File: src/rtl/pulse_train_gen.sv
// pulse_train_gen: on a start request, emits N single-cycle pulses spaced P clocks apart,
// then raises a one-cycle done strobe. All outputs are registered.
//
// A train accepted at edge e0 pulses in the cycles after edges e0+P, e0+2P, ... e0+N*P.
// The block then spends one cycle in StDone and returns to StIdle with done high.
// Because of that, a new start can be accepted on the edge that closes the done cycle.
module pulse_train_gen #(
   parameter int unsigned PERIOD_W = 8,
   parameter int unsigned COUNT_W  = 4
) (
   input  logic                clock,
   input  logic                clear_n,
   input  logic                start,
   input  logic                stop,
   input  logic [PERIOD_W-1:0] period,
   input  logic [COUNT_W-1:0]  count,
   output logic                pulse,
   output logic                busy,
   output logic                done,
   output logic [COUNT_W-1:0]  pulses_sent
);

   typedef enum logic [1:0] {
      StIdle,
      StRun,
      StDone
   } state_e;

   state_e              state;
   logic [PERIOD_W-1:0] period_lat;  // P captured with start; input changes during RUN are ignored
   logic [PERIOD_W-1:0] timer;       // cycles left until the next pulse, reloaded with P
   logic [COUNT_W-1:0]  remaining;   // pulses still to be emitted in this train

   // Train sequencer: state, timer, counters and all registered outputs.
   always_ff @(posedge clock) begin
      if (!clear_n) begin
         state       <= StIdle;
         period_lat  <= '0;
         timer       <= '0;
         remaining   <= '0;
         pulse       <= 1'b0;
         busy        <= 1'b0;
         done        <= 1'b0;
         pulses_sent <= '0;
      end else begin
         unique case (state)
            StIdle: begin
               pulse <= 1'b0;
               done  <= 1'b0;
               if (start) begin
                  pulses_sent <= '0;
                  if ((period != '0) && (count != '0)) begin
                     period_lat <= period;
                     timer      <= period;
                     remaining  <= count;
                     busy       <= 1'b1;
                     state      <= StRun;
                  end else begin
                     // Degenerate request: no pulses, just the completion strobe.
                     state <= StDone;
                  end
               end
            end

            StRun: begin
               if (stop) begin
                  // Abort wins over a pulse due on this same edge; pulses_sent holds.
                  pulse <= 1'b0;
                  busy  <= 1'b0;
                  state <= StIdle;
               end else if (timer == PERIOD_W'(1)) begin
                  pulse       <= 1'b1;
                  pulses_sent <= pulses_sent + 1'b1;
                  timer       <= period_lat;
                  remaining   <= remaining - 1'b1;
                  // busy stays high through the cycle carrying the last pulse.
                  if (remaining == COUNT_W'(1)) begin
                     state <= StDone;
                  end
               end else begin
                  pulse <= 1'b0;
                  timer <= timer - 1'b1;
               end
            end

            StDone: begin
               // done is high in the cycle after this edge, by which time the block is idle.
               pulse <= 1'b0;
               busy  <= 1'b0;
               done  <= 1'b1;
               state <= StIdle;
            end

            default: begin
               state <= StIdle;
            end
         endcase
      end
   end

endmodule

File: config.mk
export PLATFORM = sky130hd
export DESIGN_NAME = pulse_train_gen
export DESIGN_NICKNAME = d
export VERILOG_FILES = /design/src/rtl/pulse_train_gen.sv
export SDC_FILE = /design/constraint.sdc
export NUM_CORES = 1
export LEC_CHECK = 0
export ABC_AREA = 1
export BUFFER_PORTS_ARGS = -buffer_cell sky130_fd_sc_hd__buf_2
export CAP_MARGIN = 20
export CORE_ASPECT_RATIO = 1.2
export CORE_MARGIN = 5
export CORE_UTILIZATION = 55
export DETAILED_ROUTE_END_ITERATION = 6
export PLACE_DENSITY = 0.8
export SKIP_LAST_GASP = 1
export SLEW_MARGIN = 20
export SYNTH_ARGS = -nofsm -noshare
export SYNTH_HDL_FRONTEND = slang
export SYNTH_SLANG_ARGS = --single-unit
File: constraint.sdc
create_clock -name clock -period 3.5 [get_ports clock]
set_input_delay 0.35 -clock clock [delete_from_list [all_inputs] [get_ports clock]]
set_output_delay 0.35 -clock clock [all_outputs]
set_load 0.1 [all_outputs]
==> results of run 1 <==
-- per-stage QoR --
stage | total power, W | area [sq um] | utilization (%) | setup WS (ps)
2_1_floorplan | 0.000786 | 1940 | - | 1770
3_3_place_gp | 0.000844 | 2020 | 60.0 | 1510
3_5_place_dp | 0.000851 | 2020 | 60.0 | 1430
4_1_cts | 0.00121 | 2140 | 63.5 | 1420
5_1_grt | 0.00130 | 2140 | 63.5 | 1190
6_report | 0.00121 | 2140 | 63.5 | 1440
-- registers in the layout, indices dropped and copies added, names as in the netlist --
name         flops
state            2
timer            8
period_lat       8
remaining        4
pulse            1
busy             1
pulses_sent      4
done             1
-- path summary, 6_finish.rpt --
| kind | depth (start not counted) | slack (ps) | to |
|---|---|---|---|
| worst max-delay path | 8 | 1440 | pulses_sent[1] |
| worst min-delay path | 3 | 350 | period_lat[1] |
| worst max register to register | 8 | 1440 | pulses_sent[1] |
| worst min register to register | 2 | 440 | busy |
-- synthesized netlist by cell type (2+ instances only) --
cell type | number | area share, %
sky130_fd_sc_hd__nor2_8 | 3 | 3.1
sky130_fd_sc_hd__a21oi_1 | 15 | 3.9
sky130_fd_sc_hd__buf_1 | 3 | 0.58
sky130_fd_sc_hd__nand3_1 | 32 | 8.3
sky130_fd_sc_hd__buf_6 | 2 | 1.2
sky130_fd_sc_hd__o21ai_1 | 2 | 0.52
sky130_fd_sc_hd__ha_1 | 9 | 5.8
sky130_fd_sc_hd__nand2_1 | 81 | 16
sky130_fd_sc_hd__buf_2 | 3 | 0.77
sky130_fd_sc_hd__nand3_2 | 5 | 2.6
sky130_fd_sc_hd__inv_2 | 2 | 0.39
sky130_fd_sc_hd__nor2_1 | 38 | 7.4
sky130_fd_sc_hd__nor3_1 | 2 | 0.52
sky130_fd_sc_hd__nor2_2 | 2 | 0.64
sky130_fd_sc_hd__dfxtp_1 | 29 | 30
sky130_fd_sc_hd__nand2_2 | 5 | 1.6
sky130_fd_sc_hd__a21oi_2 | 5 | 2.3
sky130_fd_sc_hd__o21ai_0 | 12 | 3.1
sky130_fd_sc_hd__xor2_1 | 3 | 1.4
sky130_fd_sc_hd__inv_1 | 32 | 6.2
-- power breakdown --
| part | switching (W) | internal (W) | total [W] |
|---|---|---|---|
| clock network | 0.000129 | 0.000232 | 0.000360 |
| logic | 0.000299 | 0.000143 | 0.000442 |
| registers | 0.0000338 | 0.000372 | 0.000406 |
| total | 0.000461 | 0.000747 | 0.00121 |
-- critical path, delay by kind of cell, from the launching register on --
kind / cells / cell delay, ps
AND/OR/NAND/NOR: 3 / 390
adder cells (fa/ha/maj): 1 / 610
AO/OA/AOI/OAI: 1 / 130
flip-flops: 1 / 320
buffers and inverters: 3 / 530
-- cells in the final DEF, fill, tap and decap left out, types with 3 or more instances in the layout --
master / synthesis / final
sky130_fd_sc_hd__buf_2: 3 / 22
sky130_fd_sc_hd__o21ai_0: 12 / 12
sky130_fd_sc_hd__clkbuf_8: 0 / 6
sky130_fd_sc_hd__nand3_2: 5 / 5
sky130_fd_sc_hd__xor2_1: 3 / 3
sky130_fd_sc_hd__a21oi_2: 5 / 5
sky130_fd_sc_hd__nand2_2: 5 / 5
sky130_fd_sc_hd__nor2_1: 38 / 38
sky130_fd_sc_hd__dfxtp_1: 29 / 29
sky130_fd_sc_hd__nand2_1: 81 / 81
sky130_fd_sc_hd__inv_1: 32 / 32
sky130_fd_sc_hd__nor2_8: 3 / 3
sky130_fd_sc_hd__ha_1: 9 / 9
sky130_fd_sc_hd__a21oi_1: 15 / 15
sky130_fd_sc_hd__nand3_1: 32 / 32
-- cell type report --
cell class,instances,area share [%]
clock inverter,1,1.41
clock buffer,7,4.04
tap,37,2.17
timing repair buffer,22,5.15
sequential,29,27.2
multi-input combinational,220,53.8
inverter,35,6.26
-- kinds of logic after synthesis --
group	share of synthesized area, %
adder cells (fa/ha/maj)	5.80
AND/OR/NAND/NOR	41.9
AO/OA/AOI/OAI	9.74
XOR/XNOR	1.81
flip-flops	29.9
buffers and inverters	10.8
-- routing by layer --
metal / wire (microns) / part of all wire, % / track usage (%) / vias to the layer above
met5: 0 / 0 / 0 / -
met2: 2140 / 49 / 34.4 / 72
met1: 1870 / 43 / 23.5 / 876
met4: 108 / 2.5 / 10.9 / 0
met3: 267 / 6.1 / 5.07 / 11
li1: - / - / - / 956
==> results.md, run 1 <==
Outcome:
- The flow ran to the end, and the final reports show no timing, DRC or antenna violations.

Detailed routing:
- For this run, the detailed router's first-pass iteration total came to 4.
- After detailed routing, the number of vias per cell comes to 5.46.
- The count of nets left with antenna violations after detail routing is 0.
- In the final routed layout, each cell accounts on average for 12.5 microns.
- For this block, the initial DRC count from the detailed router was 86.
- Summed over all layers, the routed wires come to 4380 microns.
- The routed layout has 1,915 vias.
- For this run, design rule violations remaining after detail routing come to 0.

Synth:
- During synthesis, Yosys emitted a total of 0 warnings.
- The share of flip-flops with an asynchronous set or reset after synthesis is 0%.
- Counting every instance in the synthesized netlist gives 294.
- The mean cell area of the mapped netlist is 6.60 sq um.
- The netlist area before placement is 1940 sq um.
- After synthesis, the netlist uses 29 different library cells.
- The predominant post-synthesis flop cell is sky130_fd_sc_hd__dfxtp_1.
- Summing the sequential cell areas from Yosys gives 29.9% of the chip area.
- Synthesis produced a netlist with a net count of 319.
- The number of synthesized register bits is 29.
- In this run, synthesis inferred 0 flip-flops with an integrated enable.

Floorplan:
- The total number of placement rows is 23.
- The die covers 4820 sq um.
- The floorplan step set the die width to 64.2 microns.
- The placeable core region is 3370 sq um.
- The die boundary height is 75.1 microns.
- Pin placement for this block handled 23 I/O pins.
- The initial utilization of the core area, before any placement, comes to 57.6%.

Cells and area:
- From synthesis to final layout, the design area changed by 10.1%.
- The number of diodes is 0.
- The total of fill cells in the finished design is 320.
- The total area of multi-input combinational cells is 1150 sq um.
- At the end of the flow, the number of nets in the layout was 338.
- Of the cells placed in the final design, the portion with a size suffix greater than 1 is 17.5%.
- The final cell count without fillers is 351.
- The sequential cells in the finished layout cover a total of 581 sq um.

Timing:
- The final sum of negative setup slack is 0 ps.
- After layout, the minimum clock period comes to 2060 ps.
- The number of max-slew violations in the final report is 0.
- The final-report hold violation count is 0.
- The final worst clock skew is 7.87 ps.
- Headroom to the max-slew limit came out at 53.8%.
- The final-layout worst hold slack is 355 ps.
- The final number of setup-violating endpoints is 0.
- Setup repair after global routing left no endpoint under its margin.
- For the pin with the worst max-slew slack, the measured transition is 693 ps.
- Based on the critical path, the design can be clocked at up to 487 MHz.
- The post-route fraction of the period consumed by the critical path is 58.7%.

GRT:
- The pin count of the biggest net entering global routing is 20.
- Global routing finished with a remaining overflow of 0.
- The aggregate global-route resource usage is 20.3%.
- The number of antenna violations at the first check in global routing is 0.
- The first global-routing pass estimated 7850 microns of wire.
- The via count of the first global-routing pass came to 1,861.

CTS:
- The number of hold-repair buffers added at the cts stage is 0.
- In this run the deepest clock path goes through 2 buffers.
- The latest clock arrival within the worst-skew pair is 280 ps.
- The total CTS buffers is 5.
- The clock net in this run drives a total of 29 sinks.
- The buffer cell driving the clock tree root is sky130_fd_sc_hd__clkbuf_8.
- The H-tree was split into 2 levels.
- In this run, post-CTS repair resized a total of 0 instances.
- The clock slew seen by the registers of the worst setup and hold paths is 70 ps.
- TritonCTS built the clock tree.
- The number of setup buffers added after CTS is 0.

Critical path:
- Tracing the worst setup path back leads to its startpoint at state[1].
- The class of the most critical setup path is register to register.
- The capturing element type of the critical path is a register.
- The data arrival time of the worst path is 2270 ps.
- The cell repeated most along the worst path is sky130_fd_sc_hd__inv_1.
- The reg-to-reg critical path startpoint is state[1].
- The cell at the slowest stage of the critical path is sky130_fd_sc_hd__ha_1.
- The data required time at the worst endpoint is 3710 ps.
- The maximum fanout count along the critical path is 19.
- On the worst path, the slowest cell contributes a delay of 610 ps.
- The worst setup path is launched from a register.
- Traced cell by cell, the critical path runs through inv_1, ha_1, inv_2, nor2_4, nor2_8, inv_1, nand2_1, a21oi_2.

Placement:
- The total instance count after detailed placement is 343.
- At the end of routability-driven placement, the weighted congestion stood at 0.896.
- The count of buffers added on input and output ports is 22.
- The half-perimeter wire length after placement is 3270 microns.

Power:
- For this design the ratio of total power to cell area is 566 nW/um^2.
- For this design the static power due to leakage is 1.06 nW.
- The peak ir drop on the vdd network is 0.413 mV.

Worst hold path:
- The worst hold path begins at period[1].
- The type of the tightest min-delay check is primary input to register.

Run:
- Across the run, the number of max-cap violations was 0.
(Power assumes the default switching activity.)
==> run 2: changes to the inputs <==
Settings changed: ABC_AREA 1 to 0.
Clock period 3.5 ns to 2.1 ns, I/O delays scaled along.
==> run 2 against run 1 <==
Against the previous run:
- register-to-register slack got worse by 1300 ps
- non-clock buffer count increased by 8
- clock-buffer cell count decreased by 1
- sequential share of layout area increased by 1.1 points
- combinational power increased by 58%
- clock power increased by 39%
- highest routed layer unchanged
==> results.md, run 2 <==
Floorplan:
- The total area inside the core boundary comes to 3110 sq um.
- The total number of placement rows is 22.
- The die boundary height is 72.7 microns.
- Once the floorplan was initialized, standard cells occupied 58.0% of the core.
- The horizontal extent of the die is 62.3 microns.
- The floorplan step defined a die boundary enclosing 4530 sq um.
- 23 I/O pins were placed.

CTS:
- The total CTS buffers is 5.
- TritonCTS built the clock tree.
- After clock tree synthesis, the clock-pin slew on the worst setup and hold paths is 110 ps.
- The clock passes through at most 2 buffers.
- The buffer cell driving the clock tree root is sky130_fd_sc_hd__clkbuf_4.
- The clock sink total is 29.
- The count of H-tree levels built during CTS is 2.
- For the worst-skew pair, the clock arrives at the later sink with an insertion delay of 350 ps.

Timing:
- Setup repair after global routing could not meet its margin everywhere.
- The final-report hold violation count is 0.
- The measured slew at the worst slew-check pin is 612 ps.
- The final worst clock skew is 14.9 ps.
- Setup slack closes at 136 ps.
- The relative max-transition margin is 58.8%.
- The upper clock frequency limit is 509 MHz.
- On the final layout, the worst hold slack is 139 ps.
- The final number of setup-violating endpoints is 0.
- The post-route fraction of the period consumed by the critical path is 93.5%.
- Counting I/O delays and the setup requirement, the final critical path takes 1960 ps.
- The number of max-slew violations in the final report is 0.

Synth:
- The number of distinct library cells after synthesis is 59.
- The mean cell area of the mapped netlist is 8.59 sq um.
- Summing the sequential cell areas from Yosys gives 32.2% of the chip area.
- Among all cell types in the netlist, the one instantiated most often is sky130_fd_sc_hd__dfxtp_1.
- By count the netlist is led by 29 x sky130_fd_sc_hd__dfxtp_1, 18 x sky130_fd_sc_hd__a21oi_1, 18 x sky130_fd_sc_hd__nand2_1.
- Summed over all instances, the cell type with the most area after synthesis is sky130_fd_sc_hd__dfxtp_1.
- The share of flip-flops with an asynchronous set or reset after synthesis is 0%.
- For this run, the leading register cell type out of synthesis is sky130_fd_sc_hd__dfxtp_1.
- The synthesized netlist occupies a cell area of 1800 sq um.
- In this run the biggest area consumer among cell types represents 32.2% of the synthesized area.
- The number of synthesis warnings is 0.
- Yosys attributes the largest share of cell area to sky130_fd_sc_hd__dfxtp_1 32%, sky130_fd_sc_hd__ha_1 6.2%, sky130_fd_sc_hd__a21oi_1 5.0%.
- Yosys mapped a number of flops with a built-in enable equal to 0.
- The number of synthesized register bits is 29.
- Synthesis produced 210 cells.
- When the netlist entered floorplanning its net count stood at 235.

Placement:
- The placed instances occupy a cell area of 1950 sq um.
- The worst slack at placement is 13.2 ps.
- Detailed placement finished with a half-perimeter wire length of 3280 microns.
- The total instance count after detailed placement is 263.
- Buffers placed on the I/O ports in this run total 22.
- The weighted congestion at the end of routability-driven global placement is 0.924.

Cells and area:
- Of the cells placed in the final design, the portion with a size suffix greater than 1 is 22.1%.
- The area added between synthesis and finish is 13.9%.
- The largest registers in the layout are period_lat (8), timer (8).
- The number of antenna diodes in the final layout is 0.
- The post-layout instance area is 2050 sq um.
- The library cells used most frequently in the layout, excluding fill and tap cells, are 29 x sky130_fd_sc_hd__dfxtp_1, 22 x sky130_fd_sc_hd__buf_2, 18 x sky130_fd_sc_hd__nand2_1.
- The most frequent standard cell in the layout excluding fill and tap cells is sky130_fd_sc_hd__dfxtp_1.
- At the end of the flow the core is filled with cells to 66.0%.
- The final cell count without fillers is 271.
- At the end of the flow, the number of nets in the layout was 259.

GRT:
- The via count of the first global-routing pass is 1,670.
- The number of antenna violations at the first check in global routing is 0.
- The pin count of the biggest net entering global routing is 20.
- The first-pass GRT wire length is 7630 microns.
- For this run the aggregate overflow at the end of global routing stands at 0.
- Global routing used 20.8% of the available tracks.

Outcome:
- The flow ran to the end, and the final reports show no timing, DRC or antenna violations.

Power:
- The internal power consumption is 0.00120 W.
- The areal power density over the cells is 928 nW/um^2.
- The share of total power in combinational logic is 36.7%.
- The leakage dissipation is 0.821 nW.
- The part of the total power dissipated in sequential elements is 37.1%.
- Across the VDD grid, the largest voltage drop is 0.590 mV.
- The net switching power of the design is 0.000708 W.
- In this run, the clock network consumes 26.2% of the power.
- In this run switching power makes up 37.2% of total power.

Detailed routing:
- The residual DRC count is 0.
- The first detailed-routing pass ran for 5 iterations.
- The final layout contains routed wiring with a total length of 4490 microns.
- The number of vias in the routed layout is 1,706.
- Dividing the detail-routed via count by the number of cells gives 6.30.
- After the first detailed-routing iteration, the DRC count stood at 101.
- The detail route stage leaves a number of antenna-violating nets equal to 0.
- The per-cell routed wire length is 16.6 microns.

Critical path:
- The worst setup path is launched from a register.
- STA classifies the critical path endpoint as a register.
- The data required time at the worst endpoint is 2320 ps.
- The maximum fanout count along the critical path is 8.
- By startpoint and endpoint, the worst setup path is classified as register to register.
- Data on the critical path arrives at its endpoint at 2180 ps.

Run:
- Across the run, the number of max-cap violations was 0.

Worst hold path:
- The type of the tightest min-delay check is primary input to register.
-- run 2: kinds of logic (layout without fill, tap and decap cells) --
logic type	Yosys count	count (layout)	share of synthesized area, %
buf+inv	24	49	5.97
mux	10	10	5.62
flops	29	29	32.2
compound gates	70	70	27.8
xor+xnor	3	3	1.46
simple gates	65	65	20.7
fa+ha+maj	9	9	6.25
-- run 2: final timing paths --
kind / start / to / slack [ps] / cells after the start
min: period[2] / timer[2] / 140 / 3
max reg2reg: timer[1] / timer[5] / 140 / 6
max: timer[1] / timer[5] / 140 / 6
min reg2reg: remaining[1] / remaining[1] / 480 / 2
-- run 2: repair_timing --
item	CTS	global route
setup buffers	0	0
hold buffers	0	0
resized for setup	0	4
endpoints found under the setup margin	0	11
-- run 2: power by group through the flow --
stage	Combinational [W]	Clock (W)	Sequential, W
finish	0.000699	0.000499	0.000707
global route	0.000763	0.000540	0.000719
CTS	0.000686	0.000511	0.000702
detailed placement	0.000681	0	0.000714
global placement	0.000670	0	0.000712
floorplan	0.000523	0	0.000717
-- run 2: cell type report --
cell class | instances | area (sq um)
multi-input combinational | 157 | 1130
fill | 258 | 1060
sequential | 29 | 581
timing repair buffer | 30 | 170
clock buffer | 6 | 51.3
tap | 36 | 45.0
inverter | 11 | 41.3
clock inverter | 2 | 37.5
-- run 2: metrics by stage --
step	setup TNS [ps]	power, W
final	0	0.00191
after global placement	0	0.00138
after global routing	-85.3	0.00202
after floorplan	0	0.00124
after detailed placement	0	0.00139
after CTS	0	0.00190
-- run 2: metal layers --
layer	vias to the layer above	wire [microns]	GRT usage, %
met5	-	0	0
met4	0	87	9.20
met3	8	314	5.39
met2	64	2130	35.0
met1	789	1960	24.9
li1	845	-	-
-- run 2: worst max-delay path: stages (launching register included) --
cell and delay (ps):
sky130_fd_sc_hd__dfxtp_1 360, sky130_fd_sc_hd__inv_1 80, sky130_fd_sc_hd__ha_1 210, sky130_fd_sc_hd__or3b_2 590
sky130_fd_sc_hd__or3_1 360, sky130_fd_sc_hd__o311ai_1 90, sky130_fd_sc_hd__a311oi_1 130
